===== src/rtl/cycle_sequencer_pkg.sv =====
// Shared decoder/control constants: decoder STATE_* codes, OP_* opcodes and the
// sequencer FSM encoding (RUN, HALTED, WAIT).
package cycle_sequencer_pkg;

  localparam logic [3:0] STATE_FETCH_PC   = 4'h0;
  localparam logic [3:0] STATE_FETCH_INST = 4'h1;
  localparam logic [3:0] STATE_LOAD_ADDR  = 4'h2;
  localparam logic [3:0] STATE_LOAD_DATA  = 4'h3;
  localparam logic [3:0] STATE_STORE      = 4'h4;
  localparam logic [3:0] STATE_ALU_EXEC   = 4'h5;
  localparam logic [3:0] STATE_JUMP       = 4'h6;
  localparam logic [3:0] STATE_OUT        = 4'h7;
  localparam logic [3:0] STATE_NEXT       = 4'hE;
  localparam logic [3:0] STATE_HALT       = 4'hF;

  localparam logic [3:0] OP_NOP = 4'h0;
  localparam logic [3:0] OP_LDA = 4'h1;
  localparam logic [3:0] OP_ADD = 4'h2;
  localparam logic [3:0] OP_SUB = 4'h3;
  localparam logic [3:0] OP_STA = 4'h4;
  localparam logic [3:0] OP_LDI = 4'h5;
  localparam logic [3:0] OP_JMP = 4'h6;
  localparam logic [3:0] OP_OUT = 4'hE;
  localparam logic [3:0] OP_HLT = 4'hF;

  typedef enum logic [1:0] {
    SEQ_RUN    = 2'd0,
    SEQ_HALTED = 2'd1,
    SEQ_WAIT   = 2'd2
  } seq_state_e;

endpackage


===== src/rtl/cycle_sequencer_step_edge_detect.sv =====
// Two-flop synchronizer plus rising-edge pulse for the single-step button.
// Only built when SEQ_SINGLE_STEP_EN is defined.
`ifdef SEQ_SINGLE_STEP_EN
module step_edge_detect (
  input  logic clk,
  input  logic reset,
  input  logic async_i,
  output logic pulse_o
);

  logic sync1_q, sync2_q, prev_q;

  always_ff @(posedge clk or posedge reset) begin
    if (reset) begin
      sync1_q <= 1'b0;
      sync2_q <= 1'b0;
      prev_q  <= 1'b0;
    end else begin
      sync1_q <= async_i;
      sync2_q <= sync1_q;
      prev_q  <= sync2_q;
    end
  end

  assign pulse_o = sync2_q & ~prev_q;

endmodule
`endif


===== src/rtl/cycle_sequencer.sv =====
// Micro-cycle counter and opcode latch feeding the instruction decoder.
// Optional single-step mode (WAIT state, step/step_mode ports) under SEQ_SINGLE_STEP_EN.
module cycle_sequencer
  import cycle_sequencer_pkg::*;
#(
  parameter int CYCLE_W   = 4,
  parameter int MAX_CYCLE = 7,
  parameter int OP_W      = 4,
  parameter int BUS_W     = 8
) (
  input  logic               clk,
  input  logic               reset,
  input  logic               en,
  input  logic [3:0]         state,
  input  logic [BUS_W-1:0]   bus,
`ifdef SEQ_SINGLE_STEP_EN
  input  logic               step_mode,
  input  logic               step,
`endif
  output logic [CYCLE_W-1:0] cycle,
  output logic [OP_W-1:0]    opcode,
  output logic               halted,
  output logic               overrun
);

  seq_state_e         fsm_q, fsm_d;
  logic [CYCLE_W-1:0] cycle_q, cycle_d;
  logic [OP_W-1:0]    opcode_q, opcode_d;
  logic               overrun_q, overrun_d;

  // Only the opcode nibble of the instruction byte is decoded here.
  logic unused_bus_bits;
  assign unused_bus_bits = ^bus[BUS_W-OP_W-1:0];

`ifdef SEQ_SINGLE_STEP_EN
  logic step_pulse;

  step_edge_detect u_step (
    .clk     (clk),
    .reset   (reset),
    .async_i (step),
    .pulse_o (step_pulse)
  );
`endif

  always_ff @(posedge clk or posedge reset) begin
    if (reset) begin
      fsm_q     <= SEQ_RUN;
      cycle_q   <= '0;
      opcode_q  <= '0;
      overrun_q <= 1'b0;
    end else if (en) begin
      fsm_q     <= fsm_d;
      cycle_q   <= cycle_d;
      opcode_q  <= opcode_d;
      overrun_q <= overrun_d;
    end
  end

  always_comb begin
    fsm_d     = fsm_q;
    cycle_d   = cycle_q;
    opcode_d  = opcode_q;
    overrun_d = overrun_q;
    case (fsm_q)
      SEQ_RUN: begin
        if (state == STATE_HALT) begin
          fsm_d = SEQ_HALTED;
        end else begin
          if (state == STATE_FETCH_INST) opcode_d = bus[BUS_W-1 -: OP_W];
          if (state == STATE_NEXT) begin
            cycle_d = '0;
          end else if (cycle_q == CYCLE_W'(MAX_CYCLE)) begin
            cycle_d   = '0;
            overrun_d = 1'b1;
          end else begin
            cycle_d = cycle_q + CYCLE_W'(1);
          end
`ifdef SEQ_SINGLE_STEP_EN
          // Counter only returns to 0 at an instruction boundary (NEXT or wrap).
          if (step_mode && cycle_d == '0) fsm_d = SEQ_WAIT;
`endif
        end
      end
`ifdef SEQ_SINGLE_STEP_EN
      SEQ_WAIT: begin
        if (state == STATE_HALT)            fsm_d = SEQ_HALTED;
        else if (!step_mode || step_pulse)  fsm_d = SEQ_RUN;
      end
`endif
      default: ;
    endcase
  end

  assign cycle   = cycle_q;
  assign opcode  = opcode_q;
  assign halted  = (fsm_q == SEQ_HALTED);
  assign overrun = overrun_q;

endmodule

===== config.mk =====
export PLATFORM = sky130hd
export DESIGN_NAME = cycle_sequencer
export DESIGN_NICKNAME = d
export VERILOG_FILES = /design/src/rtl/cycle_sequencer_pkg.sv /design/src/rtl/cycle_sequencer_step_edge_detect.sv /design/src/rtl/cycle_sequencer.sv
export SDC_FILE = /design/constraint.sdc
export NUM_CORES = 1
export LEC_CHECK = 0
export CORE_MARGIN = 2
export CORE_UTILIZATION = 36
export DETAILED_ROUTE_END_ITERATION = 10
export MAX_ROUTING_LAYER = met4
export PLACE_DENSITY_LB_ADDON = 0.2
export SETUP_SLACK_MARGIN = 0.05
export SKIP_CTS_REPAIR_TIMING = 1
export SLEW_MARGIN = 20
export SYNTH_ARGS = -nofsm -noshare
export SYNTH_HDL_FRONTEND = slang
export SYNTH_SLANG_ARGS = --single-unit

===== constraint.sdc =====
create_clock -name clk -period 1.55 [get_ports clk]
set_input_delay 0.2325 -clock clk [delete_from_list [all_inputs] [get_ports clk]]
set_output_delay 0.2325 -clock clk [all_outputs]
set_load 0.1 [all_outputs]

==> flow_summary_export.csv <==
group,metric,value,unit
run_status,status,"finished, final reports clean",
placement,post-place-ws,-0.08801,ns
placement,port_buffers,20,
setup_path,critPathMaxFanout,4,
sta,maxSlewViolCount,0,
sta,worst_pin_slew,0.3678,ns
drt,final_antenna_net_count,0,
pwr,ir_drop,1.162,mV
logic_synthesis,synth.distinct_cells,20,
sta,grt_setup_unrepaired,"false",
setup_path,worstPathArrival,1.50,ns
global_routing,grt_max_degree,11,
sta,hold_viol_final,0,
drt,dr.pass1.iters,4,
logic_synthesis,yosysWarnings,0,
clock_tree,cts_tree,"built",
drt,drt_iter0_markers,3,
drt,post_drt_via_cell_ratio,5.053,
drt,routedWlPerCell,13.49,um
layout,nets,78,
layout,final_cell_mix,"10 x clkdlybuf4s50_1, 10 x buf_12, 6 x dfrtp_1",
sta,tns,0,ns
global_routing,top_usage_layer,"met2",
clock_tree,clock-sinks,10,
clock_tree,path_clk_slew,0.07,ns
sta,fin_crit_sh,0.8771,
floorplanning,initial_core_util,0.4037,
logic_synthesis,synth_top_area_cell,"dfrtp_1",
pwr,total_power,1.745,mW
global_routing,grtUsageMet1,0.2163,
drt,vias,379,
setup_path,critPathKind,"in -> reg",
global_routing,grtUsageTotal,0.1634,
pwr,p_leak,0.3819,nW
layout,instances_no_fill,75,
setup_path,critPathBufInv,1,
logic_synthesis,syn_inst,36,
setup_path,crit_path_max_incr_delay,0.46,ns
layout,syn2layout_area_growth,80.96,%
logic_synthesis,avgSynthCellArea,12.96,um^2
logic_synthesis,ys_ff_latch,10,
sta,fin_skew,0.001918,ns
sta,final.min_clock_period,1.360,ns
floorplanning,rows,12,
logic_synthesis,seq_area_frac_synth,0.5362,
sta,setup_violations,0,
setup_path,path_cells,"clkdlybuf4s50_1 > nor4_4 > nand3_2 > mux2_1",
global_routing,grt_pass1_wl,1656,um
layout,n_fill_cell,70,
placement,dpl.hpwl,823.1,um
placement,gp_congestion,0.7870,
setup_path,cp_slowest_cell,"clkdlybuf4s50_1",
logic_synthesis,async_flop_share,1.000,
clock_tree,numCtsBuffers,3,
placement,dp.cells,71,
hold_path,min_path_type,"in -> async",
drt,route.detailed.drc,0,
logic_synthesis,netlist_area,466.7,um^2
setup_path,worstSetupStartpointType,"primary input",
logic_synthesis,ys.flop_type,"dfrtp_1",
pwr,p_per_area,2067,nW/um^2
floorplanning,die_x,40.01,um
global_routing,grt-ovfl-total,0,
layout,antenna_cells,0,
global_routing,gr-usage-met3,0.03333,
flow_run,max-cap-violations,0,
global_routing,met2_usage,0.2621,
layout,drive_above_1_share,0.3770,
setup_path,cp-end-kind,"flip-flop",
logic_synthesis,synth_top_area_share,0.5362,
global_routing,grt_pass1_vias,370,
clock_tree,h-tree-depth,1,
clock_tree,clk_root_buffer_cell,"clkbuf_4",
sta,max_slew_margin,0.7545,
floorplanning,pin_count,25,
setup_path,crit_family,"buffers and inverters",
floorplanning,die-area,1600,um^2
clock_tree,clock_latency,0.26,ns
floorplanning,floorplan.core_area,1156,um^2
drt,drt-total-wl,1012,um
clock_tree,clockBufferDepth,2,
sta,timing.final.ws_setup,0.1905,ns
logic_synthesis,synth_edf_count,0,
logic_synthesis,synth_area_leaders,"dfrtp_1 54%, mux2_1 9.7%, a22o_1 3.8%",
logic_synthesis,synth_nets,52,
sta,max_freq,735.5,MHz
global_routing,grt_antenna_before_repair,0,
setup_path,critPathRequiredTime,1.69,ns
floorplanning,die_y,40.01,um
[report_power, final]
part	internal (mW)	total [mW]	switching [mW]
registers	0.345	0.452	0.108
clock network	0.143	0.230	0.0876
logic	0.394	1.06	0.669
total	0.881	1.75	0.864
[cell usage after synthesis, types with 2 or more instances]
library cell / n
dfrtp_1: 10
mux2_1: 4
inv_1: 3
a22o_1: 2
o2bb2ai_1: 2
[registers in the layout, summed over array words and instances, names as in the netlist]
name and cells:
cycle 4, opcode 4, fsm_q 1, overrun 1
[worst paths after layout]
path                       startpoint         to  slack [ns]  depth (start not counted)
setup / recovery             state[2]  opcode[1]        0.19                          4
hold / removal                  reset    overrun        0.26                          2
min in group clk            opcode[0]  opcode[0]        0.56                          1
max in group asynchronous       reset   fsm_q[0]        1.00                          2
hold reg to reg             opcode[0]  opcode[0]        0.56                          1
setup reg to reg             fsm_q[0]  opcode[1]        0.24                          3
[cell type report]
type                    count  area, um^2  share of cell area
repair buffers             21       307.8              0.3644
clock buffers               4       36.28             0.04296
inverters                   3       11.26             0.01333
well taps                  14       17.52             0.02074
flip-flops and latches     10       257.7              0.3052
multi-input cells          23       214.0              0.2533
[layer usage]
metal  vias up  share of wire
li1        189              -
met3         0          0.045
met5         -              0
met2         9           0.50
met4         0              0
met1       181           0.46
[through the flow]
stage                     area [um^2]  hold WS [ns]  utilization
after floorplan                 483.0       0.07250            -
after global placement          808.3        0.5245       0.6991
after detailed placement        808.3        0.5438       0.6991
after CTS                       844.6        0.2638       0.7305
after global routing            844.6        0.2975       0.7305
final                           844.6        0.2551       0.7305
[kinds of logic after synthesis]
| logic type | after synthesis | share of synthesized area |
|---|---|---|
| AOI/OAI and AO/OA | 9 | 0.1555 |
| adders and majority gates | 1 | 0.02681 |
| buffers and inverters | 3 | 0.02413 |
| DFF | 10 | 0.5362 |
| muxes | 5 | 0.1180 |
| and+or+nand+nor | 8 | 0.1394 |
Note: power is estimated with default switching activity, not from simulation.
